[src/rtl/priv_1_12_clint_timer.sv]
// ============================================================================
// priv_1_12_clint_timer
// ----------------------------------------------------------------------------
// Machine-level timer and software-interrupt source, CLINT style, for the
// v1.12 privilege block. It sits on the core's memory-mapped peripheral bus
// and holds msip, mtimecmp and mtime. It also drives the interrupt-source and
// interrupt-clear inputs of the interrupt/exception handler.
//
// Register map (byte offset from BASE_ADDR; only addr[15:0] is decoded):
//   0x0000  msip            bit0 RW, bits 31:1 read as zero
//   0x4000  mtimecmp[31:0]
//   0x4004  mtimecmp[63:32]
//   0xBFF8  mtime[31:0]
//   0xBFFC  mtime[63:32]
//
// Parameters:
//   PRESCALE   core clock cycles per mtime increment (must be >= 1)
//   BASE_ADDR  bus base address (informational; decode is offset-only)
//
// Ports:
//   CLK                core clock
//   RST                asynchronous active-high reset
//   req                bus request valid (single cycle, may repeat every cycle)
//   wen                1 = write, 0 = read (qualified by req)
//   addr               byte address, word aligned
//   wdata              write data
//   ack                response valid, exactly one cycle after req
//   err                valid with ack: unmapped offset or misaligned address
//   rdata              read data, valid with ack (zero otherwise)
//   timer_int_m        machine timer interrupt pending level
//   soft_int_m         machine software interrupt pending level
//   clear_timer_int_m  one-cycle pulse coinciding with timer_int_m falling
//   clear_soft_int_m   one-cycle pulse coinciding with soft_int_m falling
//
// Optional feature (macro CLINT_MTIME_SNAPSHOT_EN):
//   When defined, a read of mtime[31:0] latches mtime[63:32] into a snapshot
//   register; a following read of mtime[63:32] returns that snapshot, giving
//   a tear-free 64-bit read. Any write to mtime invalidates the snapshot so
//   the next hi read returns the live value. When undefined, the hi read is
//   always live and no snapshot register exists.
// ============================================================================
module priv_1_12_clint_timer #(
    parameter int unsigned PRESCALE  = 1,
    parameter logic [31:0] BASE_ADDR = 32'h0200_0000
) (
    input  logic        CLK,
    input  logic        RST,
    input  logic        req,
    input  logic        wen,
    input  logic [31:0] addr,
    input  logic [31:0] wdata,
    output logic        ack,
    output logic        err,
    output logic [31:0] rdata,
    output logic        timer_int_m,
    output logic        soft_int_m,
    output logic        clear_timer_int_m,
    output logic        clear_soft_int_m
);

    // Register offsets within the 64 KiB window.
    localparam logic [15:0] OFF_MSIP    = 16'h0000;
    localparam logic [15:0] OFF_CMP_LO  = 16'h4000;
    localparam logic [15:0] OFF_CMP_HI  = 16'h4004;
    localparam logic [15:0] OFF_TIME_LO = 16'hBFF8;
    localparam logic [15:0] OFF_TIME_HI = 16'hBFFC;

    // The prescale counter needs at least one bit even when PRESCALE is 1,
    // in which case it simply sits at zero and every cycle is a tick.
    localparam int unsigned CNT_W = (PRESCALE > 1) ? $clog2(PRESCALE) : 1;
    localparam logic [CNT_W-1:0] CNT_MAX = CNT_W'(PRESCALE - 1);

    // Architectural state.
    logic [63:0]      mtime;
    logic [63:0]      mtimecmp;
    logic             msip;
    logic [CNT_W-1:0] presc_cnt;

    // Next-state values.
    logic [63:0]      mtime_next;
    logic [63:0]      mtimecmp_next;
    logic             msip_next;
    logic [CNT_W-1:0] presc_cnt_next;
    logic             timer_level_next;

    // Decode results.
    logic [15:0] offset;
    logic        aligned;
    logic        sel_msip;
    logic        sel_cmp_lo;
    logic        sel_cmp_hi;
    logic        sel_time_lo;
    logic        sel_time_hi;
    logic        hit;
    logic        rd_en;
    logic        wr_en;
    logic        wr_time;
    logic        tick;

    // Read path.
    logic [31:0] rd_value;
    logic [31:0] time_hi_view;

    // The upper address bits and the base address do not take part in the
    // decode; the bus fabric has already steered the request here.
    logic unused_decode_bits;
    assign unused_decode_bits = ^{addr[31:16], BASE_ADDR};

    // Address decode. A misaligned address never selects any register, so it
    // falls into the same error response as an unmapped offset.
    always_comb begin
        offset      = addr[15:0];
        aligned     = (addr[1:0] == 2'b00);
        sel_msip    = req && aligned && (offset == OFF_MSIP);
        sel_cmp_lo  = req && aligned && (offset == OFF_CMP_LO);
        sel_cmp_hi  = req && aligned && (offset == OFF_CMP_HI);
        sel_time_lo = req && aligned && (offset == OFF_TIME_LO);
        sel_time_hi = req && aligned && (offset == OFF_TIME_HI);
        hit         = sel_msip | sel_cmp_lo | sel_cmp_hi | sel_time_lo | sel_time_hi;
        rd_en       = hit && !wen;
        wr_en       = hit && wen;
        wr_time     = wr_en && (sel_time_lo || sel_time_hi);
    end

    // Prescaler tick: the counter walks 0..PRESCALE-1 and mtime advances on
    // the cycle it sits at PRESCALE-1.
    assign tick = (presc_cnt == CNT_MAX);

    // Next-state computation for the timer, compare and msip registers.
    // A write to one half of mtime wins over the increment for that half and
    // freezes the other half at its current value, so a software update never
    // sees a stray carry. Any mtime write also restarts the prescale period
    // so the freshly written value gets a full period before advancing.
    always_comb begin
        mtime_next     = tick ? (mtime + 64'd1) : mtime;
        mtimecmp_next  = mtimecmp;
        msip_next      = msip;
        presc_cnt_next = tick ? '0 : (presc_cnt + CNT_W'(1));

        if (wr_en) begin
            if (sel_time_lo) begin
                mtime_next = {mtime[63:32], wdata};
            end
            if (sel_time_hi) begin
                mtime_next = {wdata, mtime[31:0]};
            end
            if (sel_cmp_lo) begin
                mtimecmp_next[31:0] = wdata;
            end
            if (sel_cmp_hi) begin
                mtimecmp_next[63:32] = wdata;
            end
            if (sel_msip) begin
                msip_next = wdata[0];
            end
        end

        if (wr_time) begin
            presc_cnt_next = '0;
        end

        timer_level_next = (mtime_next >= mtimecmp_next);
    end

`ifdef CLINT_MTIME_SNAPSHOT_EN
    logic [31:0] snap_hi;
    logic        snap_valid;

    // Snapshot of the upper mtime half, captured on every lo read. A write to
    // either half of mtime makes the snapshot stale, so it is dropped and the
    // next hi read falls back to the live value.
    always_ff @(posedge CLK or posedge RST) begin
        if (RST) begin
            snap_hi    <= '0;
            snap_valid <= 1'b0;
        end else begin
            if (rd_en && sel_time_lo) begin
                snap_hi    <= mtime[63:32];
                snap_valid <= 1'b1;
            end else if (wr_time) begin
                snap_valid <= 1'b0;
            end
        end
    end

    assign time_hi_view = snap_valid ? snap_hi : mtime[63:32];
`else
    assign time_hi_view = mtime[63:32];
`endif

    // Read multiplexer. Reads observe the state as it stands at the request
    // edge, i.e. before any write or increment taking effect on that edge.
    always_comb begin
        rd_value = '0;
        case (offset)
            OFF_MSIP:    rd_value = {31'd0, msip};
            OFF_CMP_LO:  rd_value = mtimecmp[31:0];
            OFF_CMP_HI:  rd_value = mtimecmp[63:32];
            OFF_TIME_LO: rd_value = mtime[31:0];
            OFF_TIME_HI: rd_value = time_hi_view;
            default:     rd_value = '0;
        endcase
    end

    // Architectural registers and prescaler.
    always_ff @(posedge CLK or posedge RST) begin
        if (RST) begin
            mtime     <= '0;
            mtimecmp  <= '1;
            msip      <= 1'b0;
            presc_cnt <= '0;
        end else begin
            mtime     <= mtime_next;
            mtimecmp  <= mtimecmp_next;
            msip      <= msip_next;
            presc_cnt <= presc_cnt_next;
        end
    end

    // Bus response. Every request gets exactly one ack on the following
    // cycle; err and rdata are forced to zero whenever there is no ack so the
    // bus can OR responses from several slaves. A reset during the ack cycle
    // clears it, and since req is not remembered nothing is replayed later.
    always_ff @(posedge CLK or posedge RST) begin
        if (RST) begin
            ack   <= 1'b0;
            err   <= 1'b0;
            rdata <= '0;
        end else begin
            ack   <= req;
            err   <= req && !hit;
            rdata <= rd_en ? rd_value : '0;
        end
    end

    // Interrupt levels and clear pulses. Both levels are computed from the
    // post-update state so a write to mtimecmp or msip is reflected on the
    // very next cycle. The clear pulses fire on the same cycle the level
    // drops, so a write that leaves msip unchanged never produces one.
    always_ff @(posedge CLK or posedge RST) begin
        if (RST) begin
            timer_int_m       <= 1'b0;
            soft_int_m        <= 1'b0;
            clear_timer_int_m <= 1'b0;
            clear_soft_int_m  <= 1'b0;
        end else begin
            timer_int_m       <= timer_level_next;
            soft_int_m        <= msip_next;
            clear_timer_int_m <= timer_int_m && !timer_level_next;
            clear_soft_int_m  <= soft_int_m && !msip_next;
        end
    end

endmodule

[config.mk]
export PLATFORM = sky130hd
export DESIGN_NAME = priv_1_12_clint_timer
export DESIGN_NICKNAME = d
export VERILOG_FILES = /design/src/rtl/priv_1_12_clint_timer.sv
export SDC_FILE = /design/constraint.sdc
export NUM_CORES = 1
export LEC_CHECK = 0
export ABC_AREA = 1
export CAP_MARGIN = 20
export CORE_ASPECT_RATIO = 1.75
export CORE_MARGIN = 2
export CORE_UTILIZATION = 65
export CTS_CLUSTER_DIAMETER = 200
export DETAILED_ROUTE_END_ITERATION = 7
export DONT_BUFFER_PORTS = 1
export HOLD_SLACK_MARGIN = 0.1
export PLACE_DENSITY = 0.81
export SETUP_SLACK_MARGIN = 0.02
export SLEW_MARGIN = 20
export SYNTH_ARGS = -nofsm -noshare
export SYNTH_HDL_FRONTEND = slang
export SYNTH_SLANG_ARGS = --single-unit
[constraint.sdc]
create_clock -name CLK -period 7.5 [get_ports CLK]
set_clock_uncertainty 0.2 [all_clocks]
set_input_delay 1.5 -clock CLK [delete_from_list [all_inputs] [get_ports CLK]]
set_output_delay 1.5 -clock CLK [all_outputs]
set_load 0.01 [all_outputs]
Word level (Yosys, flattened, before mapping)

Cells that the tools add are included.

Bits in registers: 167

Add/sub/neg operators: 2
Magnitude comparators: 1
Equal/unequal tests: 4
Mux-type cells: 13
Bitwise logic cells: 4
Reduce and logical (&&, ||, !) cells: 19

Operator list:

| kind                                            | number |
|---|---|
| two-way mux 64 bit                              | 5 |
| case mux 32 bit (5 select lines)                | 1 |
| two-way mux 32 bit                              | 3 |
| adder 64 x 1 -> 64 bit, second input constant   | 1 |
| >= comparator 64 bit                            | 1 |
| == test 16 x 15 -> 1 bit, second input constant | 2 |
| == test 16 bit, second input constant           | 2 |
| logical NOT 16 bit                              | 1 |
| logical AND 1 bit                               | 12 |
| logical NOT 1 bit                               | 4 |
| two-way mux 1 bit                               | 4 |
| OR 1 bit                                        | 4 |
| logical NOT 2 bit                               | 1 |
| adder 1 bit, second input constant              | 1 |
| logical OR 1 bit                                | 1 |

Depth between registers and ports, before layout

Gate-level depths: netlist of run 1.

Depth in word-level cells: 12
Gate-level depth with buffers: 27

Worst setup path before layout of run 1

No wires, ideal clock.

Path kind: input to register
From: in addr[1]
To: reg clear_timer_int_m
Setup time: 0.114 ns
Arrival: 3.816 ns
Required time: 7.186 ns
Setup slack: 3.370 ns
Stages: 26
Cell sequence: nor2_4 nand2_1 nor2_2 inv_2 nor3_4 nand2_2 nand2_2 nand3_2 buf_2 buf_2 nor2_1 nor2_1 ha_1 nand2_1 nor2_1 nand2_1 nand2_1 nor2_1 nand2_1 nand2_1 nand2_1 nand2_1 nand2_1 nand2_1 nand2_1 nor2_1

Word-level cells in the longest chain between the ends: 12
Elaborated cells between the ends (all ways): 26

Ends and longest elaborated chain:

| item                                                       | line | RTL |
|---|---|---|
| start: declaration                                         | 50   | `input logic [31:0] addr,` |
| branches (longest 9 deep; another with two-way mux 64 bit) | --   |  |
| >= comparator 64 bit *                                     | 162  | `timer_level_next = (mtime_next >= mtimecmp_next);` |
| via timer_level_next                                       | 84   | `logic timer_level_next;` |
| logical NOT 1 bit *                                        | 249  | `clear_timer_int_m <= timer_int_m && !timer_level_next;` |
| logical AND 1 bit *                                        | 249  |  |
| end signal: assignment                                     | 249  |  |
| end: declaration                                           | 57   | `output logic clear_timer_int_m,` |

Mark *: on every way through the listed nets, which the timed path passes.

Worst setup path in the final report of run 1

From: in addr[1]
To: reg clear_timer_int_m

Word-level cells in the longest chain between the ends: 12
Elaborated cells between the ends (all ways): 26

Ends and longest elaborated chain:

| item                                                             | line | RTL |
|---|---|---|
| branches (longest 8 deep; another with == test 16 x 15 -> 1 bit) | --   |  |
| two-way mux 64 bit *                                             | 140  | `if (wr_en) begin` |
| via mtime_next[35]                                               | 80   | `logic [63:0] mtime_next;` |
| >= comparator 64 bit *                                           | 162  |  |
| via timer_level_next                                             | 84   |  |
| logical NOT 1 bit *                                              | 249  |  |
| logical AND 1 bit *                                              | 249  |  |

Marks and branches as above.

==> impl_metrics.env, run 1 <==
export IMPL_power_frac_comb_pct=5.3
export IMPL_vias=14150
export IMPL_cp_required_ns=7.65
export IMPL_tightest_slew_ns=1.123
export IMPL_fin_cells=2331
export IMPL_yosys_warnings=0
export IMPL_switching_share_pct=24.45
export IMPL_final_util_pct=69.81
export IMPL_cts_buffers=17
export IMPL_rsz0062_at_grt="false"
export IMPL_clock_power_share_pct=48.0
export IMPL_netlist_top_cells_count="nand2_1, nor2_1, inv_1"
export IMPL_post_place_cells=2299
export IMPL_cts_setup_buffers=0
export IMPL_ant_nets=0
export IMPL_synthTopCellsByArea="nand2_1, dfrtp_1, dfstp_2"
export IMPL_status="finished with violations"
export IMPL_initial_utilization_pct=65.79
export IMPL_drv_slew=0
export IMPL_cts_hold_buf=0
export IMPL_clkLatencyLatePin_ns=0.46
export IMPL_whs_ns=0.2999
export IMPL_num_rows=68
export IMPL_gp_congestion=1.049
export IMPL_area_growth_pct=6.116
export IMPL_violations="design-rule violations"
export IMPL_yosys_most_used_dff="dfrtp_1"
export IMPL_synth_edf_count=0
export IMPL_nFillCells=1646
export IMPL_synth_top_cell_area_share_pct=21.77
export IMPL_internal_power_uw=1483
export IMPL_max_slew_margin_pct=25.03
export IMPL_clk_pin_slew_ns=0.06
export IMPL_cp_max_fo=22
export IMPL_core_area_sq_um=19650
export IMPL_powerDensity_nw_per_um2=143.1
export IMPL_avgViaCountPerCell=6.069
export IMPL_fin_crit_ns=5.427
export IMPL_fmax_mhz=184.3
export IMPL_synth_cells=2107
export IMPL_cts_tree="built"
export IMPL_seq_power_share_pct=46.7
export IMPL_setup_violations_final=0
export IMPL_synth_cell_types=34
export IMPL_p_sw_uw=480.0
export IMPL_grt_first_pass_wirelength_um=71570
export IMPL_nNetsFinal=2206
export IMPL_fin_crit_sh_pct=72.36
export IMPL_antenna_cells=0
export IMPL_drt_total_wl_um=46090
export IMPL_clock_path_buffers=2
export IMPL_power_leakage_uw=0.006850
export IMPL_finalHoldViolCount=0
export IMPL_avgSynthCellArea_sq_um=6.137
export IMPL_fin_area_sq_um=13720
export IMPL_r2r_start="mtime[0]"
export IMPL_cp_start_kind="input pin"
export IMPL_r2r_cells=21
export IMPL_die_h_um=190.6
export IMPL_track_usage_pct=43.74
export IMPL_h_tree_depth=4
export IMPL_syn_nets=2240
export IMPL_ios=106
export IMPL_reg_top3="mtime: 64 flops, mtimecmp: 64 flops, rdata: 32 flops"
export IMPL_dpl_hpwl_um=33450
export IMPL_root_buffer="clkbuf_16"
export IMPL_r2r_end="clear_timer_int_m"
export IMPL_cts_sinks=166
export IMPL_netlist_area_sq_um=12930
export IMPL_async_flop_share_pct=100.0
export IMPL_synth_top_area_cell="nand2_1"
export IMPL_max_cap_viol_count=0
export IMPL_finalSetupTns_ns=0
export IMPL_wire_per_inst_um=19.77
export IMPL_placed_area_sq_um=13100
export IMPL_port_buffers=0
export IMPL_die_w_um=110.6
export IMPL_ctsResizeCount=0
export IMPL_worstHoldPathType="flip-flop to flip-flop"
export IMPL_drc=1
export IMPL_critPathCaptureType="flip-flop"
export IMPL_grt_pass1_vias=13840
export IMPL_cp_startpoint="addr[1]"
export IMPL_worstPathArrival_ns=5.58
export IMPL_yosys_register_bits=166
export IMPL_grt_max_degree=91
export IMPL_worstSetupPathType="input pin to flip-flop"
export IMPL_ir_worst_vdd_uv=276.4
export IMPL_antenna_found_initial=1
export IMPL_r2r_slack_ns=2.95
export IMPL_critPathCapture="clear_timer_int_m"
export IMPL_yosysSeqAreaShare_pct=32.75
export IMPL_yosysMostFrequentCell="nand2_1"
export IMPL_drt_iter0_drc=1262
export IMPL_die_area_sq_um=21080
export IMPL_overflow=0
export IMPL_drive_gt1_share_pct=6.472
export IMPL_drt_pass1_iterations=8
-- kinds of logic after synthesis --
logic type	after synthesis	share of synthesized area, %
AO/OA/AOI/OAI	227	9.396
adder cells (fa/ha/maj)	65	6.290
XOR/XNOR	16	1.084
flip-flops	166	32.75
AND/OR/NAND/NOR	1300	40.54
buffers and inverters	333	9.948
-- per-layer routing --
metal  vias up  wire [um]  share of wire [%]  track usage [%]
li1       6575          -                  -                -
met1      6410      15840                 34            45.57
met2       827      22390                 49            75.93
met3       332       3422                7.4            8.074
met4         2       4424                9.6            36.63
met5         -         14              0.030                0
-- worst min path at each step --
| stage | startpoint | end | slack [ns] | cells after the start |
|---|---|---|---|---|
| 2_1_floorplan | mtimecmp[10] | mtimecmp[10] | 0.27 | 2 |
| 3_3_place_gp | mtimecmp[6] | mtimecmp[6] | 0.28 | 2 |
| 3_5_place_dp | mtimecmp[5] | mtimecmp[5] | 0.29 | 2 |
| 4_1_cts | mtimecmp[5] | mtimecmp[5] | 0.30 | 2 |
| 5_1_grt | mtimecmp[2] | mtimecmp[2] | 0.31 | 2 |
| 6_report | mtimecmp[28] | mtimecmp[28] | 0.30 | 2 |
-- critical path, cell delays in order --
cell and delay, ns:
nor2_4 0.16, nand2_1 0.09, inv_1 0.20, nand3_1 0.60, inv_1 1.09, nand2_1 0.10
nand3_1 0.13, nand2_1 0.11, ha_1 0.33, nand2_1 0.09, o21ai_0 0.40, nand2_1 0.11
nand2_1 0.13, nand2_1 0.07, nand2_1 0.14, a21oi_1 0.08, nand2_1 0.15, nor2_1 0.06
-- cell type report --
cell class / count / area [sq um] / share of cell area [%]
clock buffer: 21 / 470.5 / 3.429
clock inverter: 11 / 147.6 / 1.076
inverter: 263 / 992.2 / 7.231
multi-input combinational: 1608 / 7442 / 54.24
sequential: 166 / 4234 / 30.86
tap: 245 / 306.5 / 2.234
timing repair buffer: 17 / 127.6 / 0.9301
-- metrics by stage --
step,worst slack (ns),total power [uW]
2_1_floorplan,1.416,1005
3_3_place_gp,2.005,1026
3_5_place_dp,1.918,1030
4_1_cts,2.324,1953
5_1_grt,1.950,2002
6_report,2.073,1963
-- cell usage in the layout, fill, tap and decap left out, types with 2 or more instances in the layout --
cell type	count
nand2_1	749
nor2_1	331
inv_1	257
nand3_1	164
o21ai_0	102
dfrtp_1	102
ha_1	65
dfstp_2	64
o21ai_1	38
a21oi_1	38
a31oi_1	35
nand4_1	26
clkbuf_16	17
buf_4	17
xor2_1	11
o211ai_1	7
nor2_2	6
nor3_1	5
o21bai_1	5
xnor2_1	5
nand2_2	4
nand3b_1	4
inv_2	3
inv_6	3
clkbuf_8	3
bufinv_16	3
clkinv_2	3
nor2_4	2
clkinv_1	2
nand3_4	2
or2_2	2
clkinv_4	2
-- power groups by stage --
stage          clock network (uW)  logic [uW]  registers, uW
2_1_floorplan                   0        77.0            928
3_3_place_gp                    0        95.5            931
3_5_place_dp                    0        99.6            931
4_1_cts                       934         103            916
5_1_grt                       967         118            917
6_report                      942         104            916
Note: power is estimated with default switching activity, not from simulation.
==> inputs of run 2 (changes only) <==
--- a/config.mk
+++ b/config.mk
@@ -5,16 +5,16 @@
 export SDC_FILE = /design/constraint.sdc
 export NUM_CORES = 1
 export LEC_CHECK = 0
-export ABC_AREA = 1
+export ABC_AREA = 0
 export CAP_MARGIN = 20
 export CORE_ASPECT_RATIO = 1.75
 export CORE_MARGIN = 2
-export CORE_UTILIZATION = 65
+export CORE_UTILIZATION = 59
 export CTS_CLUSTER_DIAMETER = 200
 export DETAILED_ROUTE_END_ITERATION = 7
 export DONT_BUFFER_PORTS = 1
 export HOLD_SLACK_MARGIN = 0.1
-export PLACE_DENSITY = 0.81
+export PLACE_DENSITY = 0.78
 export SETUP_SLACK_MARGIN = 0.02
 export SLEW_MARGIN = 20
 export SYNTH_ARGS = -nofsm -noshare
==> constraint.sdc (replaced) <==
create_clock -name CLK -period 4.7 [get_ports CLK]
set_clock_uncertainty 0.2 [all_clocks]
set_input_delay 0.94 -clock CLK [delete_from_list [all_inputs] [get_ports CLK]]
set_output_delay 0.94 -clock CLK [all_outputs]
set_load 0.01 [all_outputs]
==> impl_metrics.env, run 2 <==
export IMPL_yosysMostFrequentCell="dfrtp_1"
export IMPL_yosys_warnings=0
export IMPL_power_total_uw=3020
export IMPL_netlist_top_cells_count="dfrtp_1, nor2_1, mux2_2"
export IMPL_syn_nets=1201
export IMPL_min_path_cells=0
export IMPL_nFillCells=1268
export IMPL_cts_sinks=166
export IMPL_grt_max_degree=83
export IMPL_dpl_hpwl_um=25210
export IMPL_cp_required_ns=4.88
export IMPL_track_usage_pct=36.70
export IMPL_ir_worst_vdd_uv=292.6
export IMPL_drive_gt1_share_pct=33.86
export IMPL_critPathBufInv=4
export IMPL_antenna_cells=0
export IMPL_async_flop_share_pct=100.0
export IMPL_powerDensity_nw_per_um2=238.2
export IMPL_avgSynthCellArea_sq_um=9.911
export IMPL_drt_pass1_iterations=8
export IMPL_initial_utilization_pct=60.36
export IMPL_critPathCaptureType="flip-flop"
export IMPL_drc=0
export IMPL_wire_per_inst_um=24.18
export IMPL_ios=106
export IMPL_crit_chain="or3b_4, or4b_4, buf_4, nor3_4, buf_4, buf_6, nor4_4, xnor2_1, a21oi_2, ha_1, nand4_1, a21oi_1, a2111oi_2, buf_4, o22a_1, a311oi_4, or3_1"
export IMPL_core_area_sq_um=17540
export IMPL_drv_slew=0
export IMPL_vias=9749
export IMPL_rsz0062_at_grt="true"
export IMPL_netlist_area_sq_um=10590
export IMPL_critPathSlowestCell="or4b_4"
export IMPL_setup_slack_ns=-0.09580
export IMPL_hp_start="req"
export IMPL_clock_path_buffers=2
export IMPL_max_cap_viol_count=0
export IMPL_synth_top_cell_area_share_pct=24.11
export IMPL_die_h_um=181.2
export IMPL_worstPathArrival_ns=4.97
export IMPL_yosys_most_used_dff="dfrtp_1"
export IMPL_synth_top_area_cell="dfrtp_1"
export IMPL_worstHoldPathType="input pin to flip-flop"
export IMPL_r2r_cells=15
export IMPL_grt_first_pass_wirelength_um=53800
export IMPL_drt_iter0_drc=898
export IMPL_cp_max_fo=8
export IMPL_tightest_slew_ns=0.9218
export IMPL_avgViaCountPerCell=6.846
export IMPL_synth_cells=1068
export IMPL_reg_top3="mtime: 64 flops, mtimecmp: 64 flops, rdata: 32 flops"
export IMPL_finalHoldViolCount=0
export IMPL_antenna_found_initial=0
export IMPL_gp_congestion=1.088
export IMPL_overflow=0
export IMPL_nNetsFinal=1313
export IMPL_holdPathEnd="ack"
export IMPL_r2r_start="mtime[18]"
export IMPL_worstSetupPathType="input pin to flip-flop"
export IMPL_layout_common_cells="buf_4, dfrtp_1, mux2_2"
export IMPL_root_buffer="clkbuf_16"
export IMPL_num_rows=64
export IMPL_yosys_register_bits=166
export IMPL_power_leakage_uw=0.005102
export IMPL_cp_start_kind="input pin"
export IMPL_clk_pin_slew_ns=0.06
export IMPL_synth_edf_count=0
export IMPL_path_delay_family="simple AND/OR/NAND/NOR gates"
export IMPL_die_w_um=105.3
export IMPL_r2r_end="timer_int_m"
export IMPL_h_tree_depth=4
export IMPL_slowest_delay_ns=0.52
export IMPL_clkLatencyLatePin_ns=0.45
export IMPL_violations="negative setup slack"
export IMPL_fin_crit_sh_pct=102.0
export IMPL_crit_top_cell="buf_4"
export IMPL_synthTopCellsByArea="dfrtp_1, dfstp_2, mux2_2"
export IMPL_ant_nets=0
export IMPL_fin_crit_ns=4.796
export IMPL_max_slew_margin_pct=38.55
export IMPL_r2r_slack_ns=0.05
export IMPL_cts_buffers=17
export IMPL_cts_tree="built"
export IMPL_synth_cell_types=65
export IMPL_grt_pass1_vias=10040
export IMPL_yosysSeqAreaShare_pct=40.00
export IMPL_pre_cts_ws_ns=-0.5776
export IMPL_drt_total_wl_um=34430
export IMPL_final_common_cell="buf_4"
export IMPL_port_buffers=0
export IMPL_area_growth_pct=19.78
export IMPL_status="finished with violations"
export IMPL_fmax_mhz=208.5
export IMPL_die_area_sq_um=19070
export IMPL_setup_violations_final=2
## run 2: cell types whose count changed in the layout (fill, tap and decap cells not counted), moves of 17 or more
cell      before  now
a21oi_1       38   74
a222oi_1       0   32
a31oi_1       35    4
buf_4         17  139
inv_1        257   10
mux2_2         0   97
mux2i_1        0   63
nand2_1      749   83
nand3_1      164   46
nor2_1       331   95
o21ai_0      102   38
o21ai_1       38    8
o22ai_1        0   17
## run 2: worst reg2reg max path, delay by kind of cell (launching register included)
kind	cells	cell delay (ns)
buffers and inverters	1	0.17
flip-flops	1	0.45
adder cells (fa/ha/maj)	1	0.31
AO/OA/AOI/OAI	5	1.23
AND/OR/NAND/NOR	7	2.01
XOR/XNOR	1	0.20
## run 2: timing repair
item	4_1_cts	5_1_grt
endpoints found under the setup margin	2	2
hold buffers	0	0
pin swaps	11	20
resized for setup	18	23
gates cloned	1	0
setup buffers	5	9
## run 2: where the power goes
group,internal (uW),switching (uW)
clock network,842,603
registers,1440,14.3
logic,44.0,74.6
total,2330,692
## run 2: per-layer routing
layer	global-route usage, %	part of all wire (%)
met3	6.782	5.9
met5	0	0
met4	26.88	7.4
met2	64.46	53
met1	38.48	34
## run 2: logic make-up after synthesis
logic type               synth area share, %
multiplexers                           16.28
flip-flops                             40.00
XOR/XNOR                               1.489
adder cells (fa/ha/maj)                7.683
AND/OR/NAND/NOR                        17.58
AO/OA/AOI/OAI                          13.82
buffers and inverters                  3.156
## run 2: worst max path at each step
stage | end | depth (start not counted) | startpoint | slack, ns
4_1_cts | timer_int_m | 15 | addr[1] | 0.01
5_1_grt | timer_int_m | 17 | addr[1] | -0.12
3_3_place_gp | timer_int_m | 16 | addr[1] | -0.52
2_1_floorplan | timer_int_m | 18 | req | -0.17
3_5_place_dp | timer_int_m | 16 | addr[1] | -0.58
6_report | timer_int_m | 17 | addr[1] | -0.1
## run 2: final cells by class
| class | count | area, sq um | area share (%) |
|---|---|---|---|
| Clock inverter | 10 | 120.1 | 0.9474 |
| Multi-Input combinational cell | 829 | 6183 | 48.77 |
| Inverter | 11 | 45.04 | 0.3553 |
| Sequential cell | 166 | 4234 | 33.40 |
| Tap cell | 231 | 289.0 | 2.280 |
| Timing Repair Buffer | 155 | 1323 | 10.43 |
| Clock buffer | 22 | 484.2 | 3.819 |
## run 2: through the flow
stage | hold WS (ns) | cells | utilization, % | instance area, sq um | setup TNS, ns
6_report | 0.3246 | 1424 | 72.30 | 12680 | -0.1715
5_1_grt | 0.3154 | 1424 | 72.30 | 12680 | -0.2136
4_1_cts | 0.3159 | 1415 | 71.40 | 12520 | 0
3_5_place_dp | 0.3865 | 1377 | 67.21 | 11790 | -1.148
3_3_place_gp | 0.3796 | 1377 | 67.21 | 11790 | -1.030
2_1_floorplan | 0.3083 | 1068 | - | 10620 | -0.3471
==> inputs of run 3 (changes only) <==
--- a/config.mk
+++ b/config.mk
@@ -10,6 +10,7 @@
 export CORE_ASPECT_RATIO = 1.75
 export CORE_MARGIN = 2
 export CORE_UTILIZATION = 59
+export CTS_BUF_LIST = sky130_fd_sc_hd__clkbuf_4 sky130_fd_sc_hd__clkbuf_8 sky130_fd_sc_hd__clkbuf_16
 export CTS_CLUSTER_DIAMETER = 200
 export DETAILED_ROUTE_END_ITERATION = 7
 export DONT_BUFFER_PORTS = 1
==> impl_metrics.env, run 3 (synthesized netlist as in run 2, its figures left out) <==
export IMPL_clkLatencyLatePin_ns=0.45
export IMPL_rsz0062_at_grt="true"
export IMPL_worstSetupPathType="input pin to flip-flop"
export IMPL_drt_iter0_drc=859
export IMPL_fin_crit_ns=4.771
export IMPL_cts_tree="built"
export IMPL_critPathBufInv=4
export IMPL_track_usage_pct=36.69
export IMPL_layout_common_cells="buf_4, dfrtp_1, mux2_2"
export IMPL_cts_buffers=17
export IMPL_fin_cells=1423
export IMPL_power_leakage_uw=0.005100
export IMPL_initial_utilization_pct=60.36
export IMPL_pre_cts_ws_ns=-0.5776
export IMPL_fin_crit_sh_pct=101.5
export IMPL_drive_gt1_share_pct=33.89
export IMPL_nNetsFinal=1312
export IMPL_path_delay_family="simple AND/OR/NAND/NOR gates"
export IMPL_drt_total_wl_um=34290
export IMPL_drt_pass1_iterations=8
export IMPL_post_place_cells=1377
export IMPL_ir_worst_vdd_uv=292.7
export IMPL_critPathSlowestCell="or4b_4"
export IMPL_antenna_found_initial=0
export IMPL_die_w_um=105.3
export IMPL_cp_startpoint="addr[1]"
export IMPL_cp_required_ns=4.88
export IMPL_gp_congestion=1.088
export IMPL_root_buffer="clkbuf_16"
export IMPL_crit_chain="or3b_4, or4b_4, buf_4, nor3_4, buf_4, buf_6, nor4_4, xnor2_1, a21oi_2, ha_1, nand4_1, a21oi_1, a2111oi_2, buf_4, o22a_1, a311oi_4, or3_1"
export IMPL_clock_path_buffers=2
export IMPL_avgViaCountPerCell=6.822
export IMPL_grt_first_pass_wirelength_um=53790
export IMPL_die_h_um=181.2
export IMPL_critPathCaptureType="flip-flop"
export IMPL_placed_area_sq_um=11790
export IMPL_whs_ns=0.3232
export IMPL_ios=106
export IMPL_core_area_sq_um=17540
export IMPL_overflow=0
export IMPL_finalSetupTns_ns=-0.1201
export IMPL_worstHoldPathType="input pin to flip-flop"
export IMPL_cp_max_fo=8
export IMPL_wire_per_inst_um=24.10
export IMPL_reg_top3="mtime: 64 flops, mtimecmp: 64 flops, rdata: 32 flops"
export IMPL_hp_start="req"
export IMPL_dpl_hpwl_um=25210
export IMPL_num_rows=64
export IMPL_powerDensity_nw_per_um2=238.5
export IMPL_tightest_slew_ns=0.9104
export IMPL_ant_nets=0
export IMPL_clk_pin_slew_ns=0.06
export IMPL_die_area_sq_um=19070
export IMPL_fmax_mhz=209.6
export IMPL_cp_start_kind="input pin"
export IMPL_setup_violations_final=2
export IMPL_vias=9708
export IMPL_worstPathArrival_ns=4.95
export IMPL_crit_top_cell="buf_4"
export IMPL_grt_pass1_vias=10040
export IMPL_max_cap_viol_count=0
export IMPL_antenna_cells=0
export IMPL_grt_max_degree=83
export IMPL_slowest_delay_ns=0.52
export IMPL_finalHoldViolCount=0
export IMPL_setup_slack_ns=-0.07053
export IMPL_violations="design-rule violations, negative setup slack"
export IMPL_area_growth_pct=19.74
export IMPL_r2r_start="mtime[18]"
export IMPL_status="finished with violations"
export IMPL_cts_hold_buf=0
export IMPL_h_tree_depth=4
export IMPL_final_common_cell="buf_4"
export IMPL_port_buffers=0
export IMPL_cts_sinks=166
export IMPL_max_slew_margin_pct=39.31
export IMPL_fin_area_sq_um=12670
export IMPL_drc=6
export IMPL_drv_slew=0
run 3: changes by cell type in the layout (fill, tap and decap cells not counted):
cell,delta
clkbuf_4,+1
clkbuf_1,-1
a21boi_0,-1
buf_4,-1
a21boi_1,+1
run 3: repair_timing:
item,CTS,global route
resized for setup,18,24
endpoints found under the setup margin,2,2
pin swaps,11,20
setup buffers,5,8
cloned,1,0
run 3: area by class of cell:
cell class / count / area, sq um
tap: 231 / 289.0
sequential: 166 / 4234
clock buffer: 22 / 488.0
inverter: 11 / 45.04
timing repair buffer: 154 / 1315
multi-input combinational: 829 / 6183
fill: 1270 / 4862
clock inverter: 10 / 120.1
run 3: layer usage:
metal  track usage (%)  share of wire, %  vias to the layer above
li1                  -                 -                     4273
met1             38.45                34                     4731
met2             64.46                52                      517
met3             6.782               6.4                      187
met4             26.88               7.9                        0
met5                 0                 0                        -
run 3: worst register-to-register path, delay by kind of cell, from the launching register on:
family                   cells  cell delay, ns
flip-flops                   1            0.45
adder cells (fa/ha/maj)      1            0.31
buffers and inverters        1            0.17
AND/OR/NAND/NOR              7            1.98
XOR/XNOR                     1            0.20
AO/OA/AOI/OAI                5            1.23
run 3: power breakdown:
part	switching, uW	internal, uW	total (uW)
clock	600	848	1450
combinational	74.3	44.0	118
sequential	14.5	1440	1460
run 3: stage by stage:
step | power [uW] | util, %
2_1_floorplan | 1558 | -
3_3_place_gp | 1591 | 67.21
3_5_place_dp | 1596 | 67.21
4_1_cts | 3025 | 71.43
5_1_grt | 3097 | 72.27
6_report | 3023 | 72.27
run 3: worst paths after layout:
check	slack, ns	cells after the start	to
max in group asynchronous	3.00	2	mtimecmp[50]
setup / recovery	-0.07	17	timer_int_m
hold reg to reg	0.41	2	mtime[61]
min in group asynchronous	0.33	1	rdata[1]
setup reg to reg	0.08	15	timer_int_m
hold / removal	0.32	0	ack
